`config.mk`:
```
export PLATFORM = sky130hd
export DESIGN_NAME = vga_timing_gen
export DESIGN_NICKNAME = d
export VERILOG_FILES = /design/src/rtl/vga_pkg.sv /design/src/rtl/vga_delay_line.sv /design/src/rtl/vga_timing_gen.sv
export SDC_FILE = /design/constraint.sdc
export NUM_CORES = 1
export LEC_CHECK = 0
export ABC_AREA = 1
export CAP_MARGIN = 0
export CORE_MARGIN = 2
export CORE_UTILIZATION = 42
export DETAILED_ROUTE_END_ITERATION = 8
export PLACE_DENSITY = 0.8
export SLEW_MARGIN = 20
export SYNTH_ARGS = -nofsm -noshare
export SYNTH_HDL_FRONTEND = slang
export SYNTH_SLANG_ARGS = --single-unit
```
`constraint.sdc`:
```
create_clock -name pixel_clk -period 2.55 [get_ports pixel_clk]
set_input_delay 0.6375 -clock pixel_clk [delete_from_list [all_inputs] [get_ports pixel_clk]]
set_output_delay 0.6375 -clock pixel_clk [all_outputs]
set_load 0.01 [all_outputs]
```
`src/rtl/vga_pkg.sv`:
```
// Shared VGA types: default 640x480@60 timing, the 12-bit RGB struct and
// the colour-bar palette used by the optional test pattern.
package vga_pkg;

   localparam int H_ACTIVE_DEF   = 640;
   localparam int H_FP_DEF       = 16;
   localparam int H_SYNC_DEF     = 96;
   localparam int H_BP_DEF       = 48;
   localparam int V_ACTIVE_DEF   = 480;
   localparam int V_FP_DEF       = 10;
   localparam int V_SYNC_DEF     = 2;
   localparam int V_BP_DEF       = 33;
   localparam int PIPE_DELAY_DEF = 2;
   localparam int CW_DEF         = 10;

   typedef struct packed {
      logic [3:0] r;
      logic [3:0] g;
      logic [3:0] b;
   } rgb12_t;

   localparam rgb12_t BAR_WHITE   = 12'hFFF;
   localparam rgb12_t BAR_YELLOW  = 12'hFF0;
   localparam rgb12_t BAR_CYAN    = 12'h0FF;
   localparam rgb12_t BAR_GREEN   = 12'h0F0;
   localparam rgb12_t BAR_MAGENTA = 12'hF0F;
   localparam rgb12_t BAR_RED     = 12'hF00;
   localparam rgb12_t BAR_BLUE    = 12'h00F;
   localparam rgb12_t BAR_BLACK   = 12'h000;

   // Bars run left to right in the classic order, index 0 at x = 0.
   function automatic rgb12_t bar_colour(input logic [2:0] idx);
      case (idx)
         3'd0:    return BAR_WHITE;
         3'd1:    return BAR_YELLOW;
         3'd2:    return BAR_CYAN;
         3'd3:    return BAR_GREEN;
         3'd4:    return BAR_MAGENTA;
         3'd5:    return BAR_RED;
         3'd6:    return BAR_BLUE;
         default: return BAR_BLACK;
      endcase
   endfunction

endpackage

```
`src/rtl/vga_delay_line.sv`:
```
// Fixed-depth shift register with a parametrised reset value (DEPTH >= 1).
module vga_delay_line
   import vga_pkg::*;
#(
   parameter int               WIDTH     = 1,
   parameter int               DEPTH     = 1,
   parameter logic [WIDTH-1:0] RESET_VAL = '0
) (
   input  logic             pixel_clk,
   input  logic             reset,
   input  logic [WIDTH-1:0] din,
   output logic [WIDTH-1:0] dout
);

   logic [WIDTH-1:0] stage [DEPTH];

   always_ff @(posedge pixel_clk or posedge reset) begin
      if (reset) begin
         for (int i = 0; i < DEPTH; i++) stage[i] <= RESET_VAL;
      end else begin
         stage[0] <= din;
         for (int i = 1; i < DEPTH; i++) stage[i] <= stage[i-1];
      end
   end

   assign dout = stage[DEPTH-1];

endmodule

```
`src/rtl/vga_timing_gen.sv`:
```
// VGA raster timing generator with sync/de/rgb aligned to a PIPE_DELAY-latency
// pixel generator. Define VGA_TEST_PATTERN_EN to add pattern_sel and colour bars.
module vga_timing_gen
   import vga_pkg::*;
#(
   parameter int H_ACTIVE   = H_ACTIVE_DEF,
   parameter int H_FP       = H_FP_DEF,
   parameter int H_SYNC     = H_SYNC_DEF,
   parameter int H_BP       = H_BP_DEF,
   parameter int V_ACTIVE   = V_ACTIVE_DEF,
   parameter int V_FP       = V_FP_DEF,
   parameter int V_SYNC     = V_SYNC_DEF,
   parameter int V_BP       = V_BP_DEF,
   parameter bit HSYNC_POL  = 1'b0,
   parameter bit VSYNC_POL  = 1'b0,
   parameter int PIPE_DELAY = PIPE_DELAY_DEF,
   parameter int CW         = CW_DEF
) (
   input  logic          pixel_clk,
   input  logic          reset,
   input  logic          run,
   output logic [CW-1:0] x_coord,
   output logic [CW-1:0] y_coord,
   output logic          active,
   output logic          frame_start,
   output logic          line_start,
   input  logic [11:0]   rgb_in,
`ifdef VGA_TEST_PATTERN_EN
   input  logic          pattern_sel,
`endif
   output logic          hsync,
   output logic          vsync,
   output logic          de,
   output logic [11:0]   rgb_out
);

   localparam int H_TOTAL  = H_ACTIVE + H_FP + H_SYNC + H_BP;
   localparam int V_TOTAL  = V_ACTIVE + V_FP + V_SYNC + V_BP;
   localparam int HS_START = H_ACTIVE + H_FP;
   localparam int HS_END   = HS_START + H_SYNC;
   localparam int VS_START = V_ACTIVE + V_FP;
   localparam int VS_END   = VS_START + V_SYNC;
   localparam logic [CW-1:0] H_LAST = CW'(H_TOTAL - 1);
   localparam logic [CW-1:0] V_LAST = CW'(V_TOTAL - 1);
   localparam logic [2:0]    SYNC_IDLE = {~HSYNC_POL, ~VSYNC_POL, 1'b0};

   if (PIPE_DELAY < 1 || PIPE_DELAY > 8) begin : g_bad_delay
      $fatal(1, "vga_timing_gen: PIPE_DELAY must be in 1..8");
   end
   if (H_TOTAL > (1 << CW) || V_TOTAL > (1 << CW)) begin : g_bad_totals
      $fatal(1, "vga_timing_gen: H_TOTAL/V_TOTAL exceed 2**CW");
   end

   logic        counting;
   logic [31:0] x_ext;
   logic [31:0] y_ext;
   logic        h_in_sync;
   logic        v_in_sync;
   logic [2:0]  sync_p0;
   logic [2:0]  sync_pd;
   rgb12_t      src;

   always_ff @(posedge pixel_clk or posedge reset) begin
      if (reset) begin
         x_coord <= '0;
         y_coord <= '0;
      end else if (!run) begin
         x_coord <= '0;
         y_coord <= '0;
      end else if (x_coord == H_LAST) begin
         x_coord <= '0;
         y_coord <= (y_coord == V_LAST) ? '0 : y_coord + 1'b1;
      end else begin
         x_coord <= x_coord + 1'b1;
      end
   end

   // Raw timing from the undelayed counters; everything idles while not running.
   assign counting    = run & ~reset;
   assign x_ext       = 32'(x_coord);
   assign y_ext       = 32'(y_coord);
   assign h_in_sync   = counting && (x_ext >= HS_START) && (x_ext < HS_END);
   assign v_in_sync   = counting && (y_ext >= VS_START) && (y_ext < VS_END);
   assign active      = counting && (x_ext < H_ACTIVE) && (y_ext < V_ACTIVE);
   assign frame_start = counting && (x_coord == '0) && (y_coord == '0);
   assign line_start  = counting && (x_coord == '0);
   assign sync_p0     = {h_in_sync ? HSYNC_POL : ~HSYNC_POL,
                         v_in_sync ? VSYNC_POL : ~VSYNC_POL,
                         active};

   // The first PIPE_DELAY-1 stages live here; the output register is the last.
   if (PIPE_DELAY > 1) begin : g_sync_dl
      vga_delay_line #(.WIDTH(3), .DEPTH(PIPE_DELAY - 1), .RESET_VAL(SYNC_IDLE)) u_sync_dl (
         .pixel_clk (pixel_clk),
         .reset     (reset),
         .din       (sync_p0),
         .dout      (sync_pd)
      );
   end else begin : g_sync_bypass
      assign sync_pd = sync_p0;
   end

`ifdef VGA_TEST_PATTERN_EN
   localparam int BAR_W = (H_ACTIVE / 8 > 0) ? H_ACTIVE / 8 : 1;
   logic [CW-1:0] x_pd;
   logic [31:0]   bar_idx;

   if (PIPE_DELAY > 1) begin : g_x_dl
      vga_delay_line #(.WIDTH(CW), .DEPTH(PIPE_DELAY - 1), .RESET_VAL('0)) u_x_dl (
         .pixel_clk (pixel_clk),
         .reset     (reset),
         .din       (x_coord),
         .dout      (x_pd)
      );
   end else begin : g_x_bypass
      assign x_pd = x_coord;
   end

   assign bar_idx = 32'(x_pd) / BAR_W;
   assign src     = pattern_sel ? bar_colour((bar_idx > 32'd7) ? 3'd7 : bar_idx[2:0])
                                : rgb12_t'(rgb_in);
`else
   assign src = rgb12_t'(rgb_in);
`endif

   // Output stage: sync, de and blanked rgb all update on the same edge.
   always_ff @(posedge pixel_clk or posedge reset) begin
      if (reset) begin
         hsync   <= ~HSYNC_POL;
         vsync   <= ~VSYNC_POL;
         de      <= 1'b0;
         rgb_out <= '0;
      end else begin
         hsync   <= sync_pd[2];
         vsync   <= sync_pd[1];
         de      <= sync_pd[0];
         rgb_out <= sync_pd[0] ? src : '0;
      end
   end

endmodule

```
; ---- Word level (Yosys, flattened, before mapping)
; Index checks and enable logic that the tools add are counted.
[op_classes]
eq_ne = 3
muxes = 8
addsub = 2
magnitude_cmp = 6
reduce_logical = 10
bitwise_logic = 2
[op_table]
columns = cell, n
row1 = 10-bit 2-to-1 mux, 5
row2 = 10-bit by 1-bit adder with 10-bit output (second input constant), 2
row3 = 10-bit equality test (second input constant), 2
row4 = 10-bit logical NOT, 2
row5 = 10-bit less-than comparator (second input constant), 2
row6 = 10-bit by 9-bit less-than comparator with 1-bit output (second input constant), 2
row7 = 12-bit 2-to-1 mux, 1
row8 = 10-bit greater-or-equal comparator (second input constant), 1
row9 = 10-bit by 9-bit greater-or-equal comparator with 1-bit output (second input constant), 1
row10 = 1-bit logical AND, 8
row11 = 1-bit 2-to-1 mux, 2
row12 = 2-bit by 1-bit != test with 1-bit output (second input constant), 1
row13 = 1-bit bitwise AND, 1
row14 = 1-bit NOT, 1
[word_totals]
out_inout_bits = 38
regBits = 38

; ---- Longest topological paths before layout
[depth]
ltp_word = 5
depth_mapped = 9
mapped_depth_nobuf = 9

; ---- By module
; A second synthesis with hierarchy kept.
[unflattened]
cells_unflattened = 229
hier_area_um2 = 1904.3
[modules_own_cells]
columns = mod, area_each_um2, cells_each, n_inst
row1 = vga_timing_gen, 1823.0, 225, 1
row2 = vga_delay_line, 81.3, 4, 1

; ---- Worst setup path after synthesis
; Ideal clock, no wire load.
[synth_timing]
path_type = input-to-output
start = in reset
end = out active
path_stages = 5
t_arrival_ns = 2.147
t_required_ns = 1.913
slack_ns = -0.234
cell_sequence = inv_1 -> nand2_1 -> inv_1 -> nand3_1 -> nor3b_1
[synth_between]
elab_chain_cells = 4
[synth_lines]
columns = element, line
row1 = start: declaration, vga_timing_gen.sv:20  ; input logic reset,
row2 = 1-bit NOT, vga_timing_gen.sv:79  ; assign counting = run & ~reset;
row3 = 1-bit bitwise AND, vga_timing_gen.sv:79
row4 = 1-bit logical AND (2 in a row), vga_timing_gen.sv:84  ; assign active = counting && (x_ext < H_ACTIVE) && (y_ext < V_ACTIVE);
row5 = end: declaration, vga_timing_gen.sv:24  ; output logic active,
; No other way between the ends.

; ---- Worst setup path in the final report
[layout_timing]
start = in run
end = out line_start
[layout_between]
elab_chain_cells = 2
[layout_lines]
columns = element, line
row1 = start: declaration, vga_timing_gen.sv:21  ; input logic run,
row2 = 1-bit bitwise AND, vga_timing_gen.sv:79
row3 = 1-bit logical AND, vga_timing_gen.sv:86  ; assign line_start = counting && (x_coord == '0);
row4 = end: declaration, vga_timing_gen.sv:26  ; output logic line_start,
; No other way between the ends.

==> flow_metrics.tcl <==
set metrics [dict create \
    status "finished, final reports clean" \
    antenna_found_initial 0 \
    path_cells "clkdlybuf4s50_1, nand2_1, inv_1, nand4_1, inv_1, dlygate4sd2_1" \
    grt.overflow.total 0 \
    cts_tree "yes" \
    critPathArrivalTime_ns 1.82 \
    drc 0 \
    crit_path_start_kind "input port" \
    power_density_mw_per_mm2 518.1 \
    hold_viol 0 \
    first_iter_violations 65 \
    clockBufferDepth 2 \
    core_region_area_sq_mm 0.004264 \
    final_cell_area_sq_mm 0.002532 \
    crit_required_ns 1.91 \
    endpoint_kind "primary output" \
    synth_top_family_by_area "simple AND/OR/NAND/NOR gates" \
    fin_crit_sh_pct 96.19 \
    cts_setup_buffers 0 \
    postPlaceCellArea_sq_mm 0.002420 \
    start_util_pct 42.96 \
    use_met1_pct 21.13 \
    synth_warnings 0 \
    first_global_vias 1506 \
    p_int_uw 1016 \
    area_delta_synth_final_pct 38.25 \
    drive_above_1_share_pct 8.451 \
    p_comb_share_pct 11.5 \
    layout.nets 303 \
    setup_viol 0 \
    cp_max_fo 3 \
    busiest_layer "met2" \
    p_sw_uw 296.2 \
    cts_root_buffer "clkbuf_8" \
    yosysUniqueCellTypes 25 \
    via_per_inst 4.860 \
    fin_tns_setup_ns 0 \
    stdcell_count 336 \
    synth_area_sq_mm 0.001832 \
    switching_share_pct 22.57 \
    synth_cells 224 \
    tightest_slew_ns 0.4620 \
    grtUsageTotal_pct 17.20 \
    fmax_ghz 0.4077 \
    crit_type "in -> out" \
    postRouteAntennaNets 0 \
    die_h_microns 70.04 \
    synthXorXnorAreaFrac_pct 0 \
    p_seq_share_pct 48.8 \
    clk_latency_ns 0.29 \
    power.share.clock_pct 39.7 \
    htreeDepth 2 \
    grt_setup_unrepaired "no" \
    path_clk_slew_ns 0.07 \
    slew_violations 0 \
    use_met3_pct 5.916 \
    synth_compound_area_share_pct 6.421 \
    syn_nets 244 \
    avgSynthCellArea_sq_um 8.177 \
    place.detailed.hpwl_mm 2.991 \
    ys_seq_area_share_pct 52.19 \
    slew_headroom_pct 69.20 \
    cp_common_cell "inv_1" \
    max_stage_delay_ns 0.49 \
    max_cap_violations 0 \
    fin_hold_ws_ns 0.3570 \
    row_count 24 \
    via_count 1633 \
    p_total_uw 1312 \
    ir_worst_vdd_uv 261.6 \
    dieArea_sq_mm 0.004906 \
    p_leak_uw 0.001239 \
    hp-class "reg -> reg" \
    wl_per_cell_microns 12.20 \
    synth-adder-area-share_pct 3.415 \
    placed_cells 328 \
    yosys.area_share.simple_pct 28.07 \
    period_minus_slack_ns 2.453 \
    grt_start_max_net_pins 39 \
    port_buffers 52 \
    ios 53 \
    cts_buffers 5 \
    crit_path_top_delay_cell "clkdlybuf4s50_1" \
    skew_ns 0.008905 \
    final_cell_mix "nand2_1, clkdlybuf4s50_1, inv_1" \
    drt_wl_total_mm 4.098 \
    antennaDiodeCount 0 \
    cts_hold_buf 0 \
    gp_congestion 0.8671 \
    synth.mux.area_fraction_pct 0 \
    grt_pass1_wl_mm 6.651 \
    first_pass_iters 4 \
    synth_seq_cells 38 \
    gr-usage-met2_pct 28.78 \
    die_w_microns 70.04 \
    clock_sinks 38 \
]
[logic make-up after synthesis]
group,Yosys count
compound gates,21
fa+ha+maj,5
buf+inv,44
flops,38
simple gates,116
[cell type report]
type,count,area (sq um)
multi-input cells,142,699.4
repair buffers,56,541.8
well taps,52,65.06
clock inverters,1,30.03
clock buffers,7,86.33
inverters,40,153.9
fillers,378,1732
flip-flops and latches,38,955.9
[power by group through the flow]
stage | Sequential [uW] | Clock [uW] | Combinational, uW
floorplan | 656 | 0 | 66.0
global placement | 651 | 0 | 152
detailed placement | 652 | 0 | 154
CTS | 640 | 536 | 154
global route | 643 | 563 | 168
finish | 640 | 521 | 151
[sequential cells by signal (all words and copies together), names as in the netlist]
register / cells
y_coord: 10
g_sync_dl.u_sync_dl.dout: 3
rgb_out: 12
vsync: 1
de: 1
hsync: 1
x_coord: 10
[through the flow]
step	setup WS (ns)	util, %
after detailed placement	-0.3525	56.75
after CTS	0.01584	59.57
after global placement	-0.3496	56.75
after floorplan	0.1966	-
final	0.09714	59.39
after global routing	0.005985	59.39
[routing by layer]
metal / up-vias / wire length [microns] / share of wire, %
met3: 2 / 254 / 6.2
met1: 757 / 1839 / 45
met5: - / 0 / 0
met4: 0 / 19 / 0.46
li1: 823 / - / -
met2: 51 / 1985 / 48
[synth_stat cells, drive strengths merged]
library cell | count | area share, %
dfrtp | 34 | 46
inv | 40 | 8.2
nor4 | 1 | 0.34
nand4 | 10 | 3.4
nor2 | 34 | 7.4
o2111ai | 1 | 0.48
o21bai | 2 | 0.82
a21oi | 8 | 2.4
nor3 | 5 | 1.4
o21ai | 10 | 2.7
dfstp | 4 | 5.7
ha | 5 | 3.4
nand3 | 15 | 4.4
nor3b | 1 | 0.41
buf | 3 | 1.5
nand2 | 50 | 11
clkbuf | 1 | 0.20
[repair_timing]
item                       in CTS  in global routing
resized for setup               6                  3
pin swaps                       0                  2
setup endpoints to repair       3                  3
[path summary, 6_finish.rpt]
kind                                                        from                     end  slack, ns  depth (start not counted)
setup / recovery                                             run              line_start        0.1                          6
hold / removal             g_sync_dl.u_sync_dl.dout[1]$_DFF_PP1_         vsync$_DFF_PP1_       0.36                          0
setup reg to reg                            x_coord[0]$_DFF_PP0_  y_coord[9]$_DFFE_PP0P_       0.93                          9
hold reg to reg            g_sync_dl.u_sync_dl.dout[1]$_DFF_PP1_         vsync$_DFF_PP1_       0.36                          0
max in group asynchronous                                  reset         hsync$_DFF_PP1_       1.67                          3
min in group asynchronous                                  reset  y_coord[4]$_DFFE_PP0P_       0.53                          3
[critical path, delay by kind of cell]
family | cells | cell delay (ns)
simple gates | 2 | 0.23
buf+inv | 4 | 0.95
No activity file was read; power rests on OpenSTA's default activity.
